[src/rtl/risc_v_pkg.sv]
// Shared definitions for the data-memory arbiter: master indices and the lock state type.
package risc_v_pkg;

  localparam logic MEM_ARB_M0 = 1'b0;
  localparam logic MEM_ARB_M1 = 1'b1;

  typedef enum logic [1:0] {
    UNLOCKED  = 2'd0,
    LOCKED_M0 = 2'd1,
    LOCKED_M1 = 2'd2
  } mem_arb_lock_t;

endpackage

[src/rtl/rr_picker.sv]
// Combinational two-way round-robin selector; a held lock restricts the grant to its owner.
module rr_picker
  import risc_v_pkg::*;
(
  input  logic [1:0]    i_req,
  input  logic          i_last,
  input  mem_arb_lock_t i_lock,
  output logic [1:0]    o_gnt
);

  always_comb begin
    o_gnt = 2'b00;
    case (i_lock)
      LOCKED_M0: o_gnt[0] = i_req[0];
      LOCKED_M1: o_gnt[1] = i_req[1];
      default: begin
        // On a tie the master that did not go last wins.
        if (&i_req) o_gnt = (i_last == MEM_ARB_M1) ? 2'b01 : 2'b10;
        else        o_gnt = i_req;
      end
    endcase
  end

endmodule

[src/rtl/mem_arbiter.sv]
// Two-master arbiter in front of the single-port data memory (CPU port M0, loader/debug port M1).
// Define MEM_ARB_LOCK_EN to compile in the m*_lock ports and the ownership lock FSM.
module mem_arbiter
  import risc_v_pkg::*;
#(
  parameter int ADDR_WIDTH = 32,
  parameter int DATA_WIDTH = 32
) (
  input  logic                  clock,
  input  logic                  reset,
  input  logic                  m0_req,
  input  logic                  m0_we,
  input  logic [ADDR_WIDTH-1:0] m0_address,
  input  logic [DATA_WIDTH-1:0] m0_data_in,
  input  logic                  m1_req,
  input  logic                  m1_we,
  input  logic [ADDR_WIDTH-1:0] m1_address,
  input  logic [DATA_WIDTH-1:0] m1_data_in,
`ifdef MEM_ARB_LOCK_EN
  input  logic                  m0_lock,
  input  logic                  m1_lock,
`endif
  output logic                  m0_gnt,
  output logic                  m1_gnt,
  output logic                  m0_rvalid,
  output logic                  m1_rvalid,
  output logic [DATA_WIDTH-1:0] m0_data_out,
  output logic [DATA_WIDTH-1:0] m1_data_out,
  output logic                  mem_we,
  output logic [ADDR_WIDTH-1:0] mem_address,
  output logic [DATA_WIDTH-1:0] mem_data_in,
  input  logic [DATA_WIDTH-1:0] mem_data_out
);

  logic [1:0]            w_gnt;
  logic                  r_last;
  mem_arb_lock_t         w_lock;
  logic [1:0]            r_rvalid;
  logic [DATA_WIDTH-1:0] r_m0_dout;
  logic [DATA_WIDTH-1:0] r_m1_dout;

  rr_picker u_pick (
    .i_req  ({m1_req, m0_req}),
    .i_last (r_last),
    .i_lock (w_lock),
    .o_gnt  (w_gnt)
  );

`ifdef MEM_ARB_LOCK_EN
  mem_arb_lock_t r_lock;
  mem_arb_lock_t w_lock_nxt;

  always_ff @(posedge clock) begin
    if (reset) r_lock <= UNLOCKED;
    else       r_lock <= w_lock_nxt;
  end

  // Owner releases by a grant without lock, or by dropping req for a cycle.
  always_comb begin
    w_lock_nxt = r_lock;
    case (r_lock)
      UNLOCKED: begin
        if (w_gnt[0] && m0_lock)      w_lock_nxt = LOCKED_M0;
        else if (w_gnt[1] && m1_lock) w_lock_nxt = LOCKED_M1;
      end
      LOCKED_M0: if (!m0_req || (w_gnt[0] && !m0_lock)) w_lock_nxt = UNLOCKED;
      LOCKED_M1: if (!m1_req || (w_gnt[1] && !m1_lock)) w_lock_nxt = UNLOCKED;
      default:   w_lock_nxt = UNLOCKED;
    endcase
  end

  assign w_lock = r_lock;
`else
  assign w_lock = UNLOCKED;
`endif

  always_ff @(posedge clock) begin
    if (reset)         r_last <= MEM_ARB_M1;
    else if (|w_gnt)   r_last <= w_gnt[1];
  end

  always_comb begin
    mem_we      = 1'b0;
    mem_address = '0;
    mem_data_in = '0;
    if (w_gnt[0]) begin
      mem_we      = m0_we;
      mem_address = m0_address;
      mem_data_in = m0_data_in;
    end else if (w_gnt[1]) begin
      mem_we      = m1_we;
      mem_address = m1_address;
      mem_data_in = m1_data_in;
    end
  end

  // Read data is registered so nothing downstream sees a combinational memory path.
  always_ff @(posedge clock) begin
    if (reset) begin
      r_rvalid  <= 2'b00;
      r_m0_dout <= '0;
      r_m1_dout <= '0;
    end else begin
      r_rvalid <= w_gnt & {~m1_we, ~m0_we};
      if (w_gnt[0] && !m0_we) r_m0_dout <= mem_data_out;
      if (w_gnt[1] && !m1_we) r_m1_dout <= mem_data_out;
    end
  end

  assign m0_gnt      = w_gnt[0];
  assign m1_gnt      = w_gnt[1];
  assign m0_rvalid   = r_rvalid[0];
  assign m1_rvalid   = r_rvalid[1];
  assign m0_data_out = r_m0_dout;
  assign m1_data_out = r_m1_dout;

endmodule

[config.mk]
export PLATFORM = sky130hd
export DESIGN_NAME = mem_arbiter
export DESIGN_NICKNAME = d
export VERILOG_FILES = /design/src/rtl/risc_v_pkg.sv /design/src/rtl/rr_picker.sv /design/src/rtl/mem_arbiter.sv
export SDC_FILE = /design/constraint.sdc
export NUM_CORES = 1
export LEC_CHECK = 0
export CELL_PAD_IN_SITES_DETAIL_PLACEMENT = 0
export CELL_PAD_IN_SITES_GLOBAL_PLACEMENT = 1
export CORE_UTILIZATION = 23
export DETAILED_ROUTE_END_ITERATION = 8
export HOLD_SLACK_MARGIN = 0.08
export PLACE_DENSITY_LB_ADDON = 0.08
export SYNTH_ARGS = -nofsm -noshare
export SYNTH_HDL_FRONTEND = slang
export SYNTH_SLANG_ARGS = --single-unit
[constraint.sdc]
create_clock -name clock -period 3.25 [get_ports clock]
set_clock_uncertainty 0.05 [all_clocks]
set_input_delay 0.65 -clock clock [delete_from_list [all_inputs] [get_ports clock]]
set_output_delay 0.65 -clock clock [all_outputs]
set_load 0.01 [all_outputs]
==> results.ini, run 1 <==
[outcome]
status = complete, no violations

[clock_network]
clock_latency_ns = 0.33
numCtsBuffers = 9
cts-root-buf = clkbuf_16
clock-sinks = 67
htree_levels = 3
tritoncts = yes
cts_buffer_depth = 2
post_cts_buffers = 0
clkTransAtPathRegs_ns = 0.06

[die]
dieArea_um2 = 15400
io_pins = 299
die_x_um = 124
start_util = 0.236
die_h_um = 124
core_area_um2 = 14500
rows = 44

[setup_path]
crit_family = buffers and inverters
r2r_cells = 5
r2r-end = m1_data_out[30]$_SDFFE_PP0P_
crit_arrival_ns = 2.49
critPathCaptureType = primary output
required_ns = 2.55
r2r_slack_ns = 1.61
crit_path_frequent_cell = clkdlybuf4s50_1
max_stage_delay_ns = 0.56
crit_chain = clkdlybuf4s50_1 > a21boi_4 > buf_12 > a22o_1 > clkdlybuf4s50_1
cp-start-kind = input pin
cp_max_fo = 35
crit_slowest_cell = clkdlybuf4s50_1
critPathLaunch = m1_req
reg2reg_from = r_last$_SDFFE_PP1P_
crit_end = mem_data_in[18]
crit_cells = 5
critPathBufInv = 3
path_class = input pin to primary output

[timing]
fin_ws_ns = 0.0635
slew_violations = 0
min_period_ns = 3.19
finalHoldViolations = 0
maxClockFrequency_mhz = 314
rsz0062_at_grt = no
max_slew_margin = 0.687
final_min_period_over_clock_period = 0.980
worst_pin_slew_ns = 0.470
fin_setup_tns_ns = 0
setup_violations = 0

[yosys]
ys_ff_latch = 67
synth.area.top_cells = dfxtp_1 (39%), a22o_1 (17%), nand2b_1 (12%)
synth_top_cell_by_area = dfxtp_1
synth_common_cells = nand2b_1 (68), dfxtp_1 (67), a22o_1 (65), o21ai_0 (33)
async_flop_share = 0
yosys.cell_types.count = 18
synth_most_common_cell = nand2b_1
synth_top_area_frac = 0.392
yosysSeqAreaShare = 0.392
syn_nets = 546
syn_area_um2 = 3420
ys_warn_count = 0
synth_edf_count = 0
synth_cells = 380
synthFlopType = dfxtp_1
syn_area_per_cell_um2 = 9.01

[pwr]
p_leak_nw = 2.66
total_power_w = 0.00256
peakVddDrop_v = 0.000392
power_density_nw_per_um2 = 373

[cells_and_area]
final_layout_size_suffix_gt1_frac = 0.0527
finalInstanceArea_um2 = 6880
syn2layout_area_growth_pct = 101
fin_nets = 825
antenna_cells = 0

[global_route]
grt_pass1_vias = 3817
grt_util_all_layers = 0.208
antenna_found_initial = 0
overflow = 0
grt_start_max_net_pins = 100
grt_pass1_wl_um = 23000

[routing]
post_drt_wl_per_cell_um = 20.3
first_iter_violations = 151
viasPerCell = 4.73
wirelength_um = 17200
drc_errors = 0
drtPass1Iterations = 5
detail-route-antenna-nets = 0
vias = 4010

[placement]
numPortBuffers = 298
post-place-ws_ns = 0.0572
routabilityCongestion = 0.775
post_dp_cell_area_um2 = 6600
dp_hpwl_um = 12900

[hold_path]
hold_class = flop to flop

[flow_run]
max_cap_viol_count = 0

[per-layer routing]
metal  global-route usage  part of all wire  vias up
met5                    0                 0        -
met4               0.0402            0.0064        0
met3               0.0678             0.096        9
met2                0.366              0.50      165
met1                0.247              0.40     1908
li1                     -                 -     1928
[cell families after synthesis]
group | Yosys count | synth area share
buf+inv | 43 | 0.0672
simple gates | 107 | 0.183
flops | 67 | 0.392
compound gates | 131 | 0.265
mux | 32 | 0.0936
[layout make-up]
| class | instances | area (µm²) |
|---|---|---|
| fill | 1393 | 7650 |
| timing repair buffer | 311 | 3170 |
| multi-input combinational | 270 | 1870 |
| sequential | 67 | 1340 |
| clock buffer | 12 | 246 |
| tap | 184 | 230 |
| clock inverter | 4 | 26.3 |
[cells in the final DEF (no fill, tap or decap), drive strengths merged]
cell type	n
a21boi	1
a21oi	32
a22o	65
and2	1
buf	16
clkbuf	12
clkdlybuf4s50	291
clkinv	3
clkinvlp	1
dfxtp	67
dlymetal6s2s	4
mux2i	32
nand2	1
nand2b	68
nand3	32
nor2	1
nor2b	3
nor3	1
o21ai	33
[worst min-delay path by stage]
stage / start / slack, ns / cells after the start / end
floorplan: m1_data_out[15]$_SDFFE_PP0P_ / 0.44 / 2 / m1_data_out[15]$_SDFFE_PP0P_
global placement: m1_data_out[22]$_SDFFE_PP0P_ / 0.41 / 2 / m1_data_out[22]$_SDFFE_PP0P_
detailed placement: m1_data_out[15]$_SDFFE_PP0P_ / 0.41 / 2 / m1_data_out[15]$_SDFFE_PP0P_
CTS: m1_data_out[18]$_SDFFE_PP0P_ / 0.42 / 2 / m1_data_out[18]$_SDFFE_PP0P_
global route: m0_data_out[15]$_SDFFE_PP0P_ / 0.44 / 2 / m0_data_out[15]$_SDFFE_PP0P_
finish: m1_data_out[25]$_SDFFE_PP0P_ / 0.42 / 2 / m1_data_out[25]$_SDFFE_PP0P_
[worst register-to-register path, delay by kind of cell, from the launching register on]
kind | cells | cell delay (ns)
AND/OR/NAND/NOR | 1 | 0.16
flip-flops | 1 | 0.36
AO/OA/AOI/OAI | 1 | 0.22
multiplexers | 1 | 0.26
buffers and inverters | 2 | 0.53
[what timing repair did]
action / 4_1_cts / 5_1_grt
resized for setup: 0 / 4
hold buffers: 0 / 0
setup endpoints to repair: 0 / 4
[registers in the layout, indices dropped and copies added, names as in the netlist]
name and count:
m1_data_out 32, r_rvalid 2, r_last 1, m0_data_out 32
[where the power goes]
part / switching (W) / internal [W] / leakage, nW / total [W]
registers: 0.0000201 / 0.000859 / 0.547 / 0.000880
clock network: 0.000369 / 0.000536 / 0.133 / 0.000905
logic: 0.000302 / 0.000476 / 1.98 / 0.000778
[per-stage QoR]
step,instances,util,hold slack (ns)
2_1_floorplan,380,-,0.443
3_3_place_gp,832,0.454,0.408
3_5_place_dp,832,0.454,0.414
4_1_cts,848,0.473,0.425
5_1_grt,848,0.473,0.439
6_report,848,0.473,0.422
Note: power is estimated with default switching activity, not from simulation.
==> run 2, diff against run 1 <==
--- a/config.mk
+++ b/config.mk
@@ -5,6 +5,7 @@
 export SDC_FILE = /design/constraint.sdc
 export NUM_CORES = 1
 export LEC_CHECK = 0
+export ABC_CLOCK_PERIOD_IN_PS = 3250
 export CELL_PAD_IN_SITES_DETAIL_PLACEMENT = 0
 export CELL_PAD_IN_SITES_GLOBAL_PLACEMENT = 1
 export CORE_UTILIZATION = 23
==> results of run 2 <==
Final layout, timing and power as in run 1 (identical DEF).
==> run 3, diff against run 2 <==
--- a/config.mk
+++ b/config.mk
@@ -6,6 +6,7 @@
 export NUM_CORES = 1
 export LEC_CHECK = 0
 export ABC_CLOCK_PERIOD_IN_PS = 3250
+export CAP_MARGIN = 10
 export CELL_PAD_IN_SITES_DETAIL_PLACEMENT = 0
 export CELL_PAD_IN_SITES_GLOBAL_PLACEMENT = 1
 export CORE_UTILIZATION = 23
==> results of run 3 <==
Final layout, timing and power as in run 1 (identical DEF).
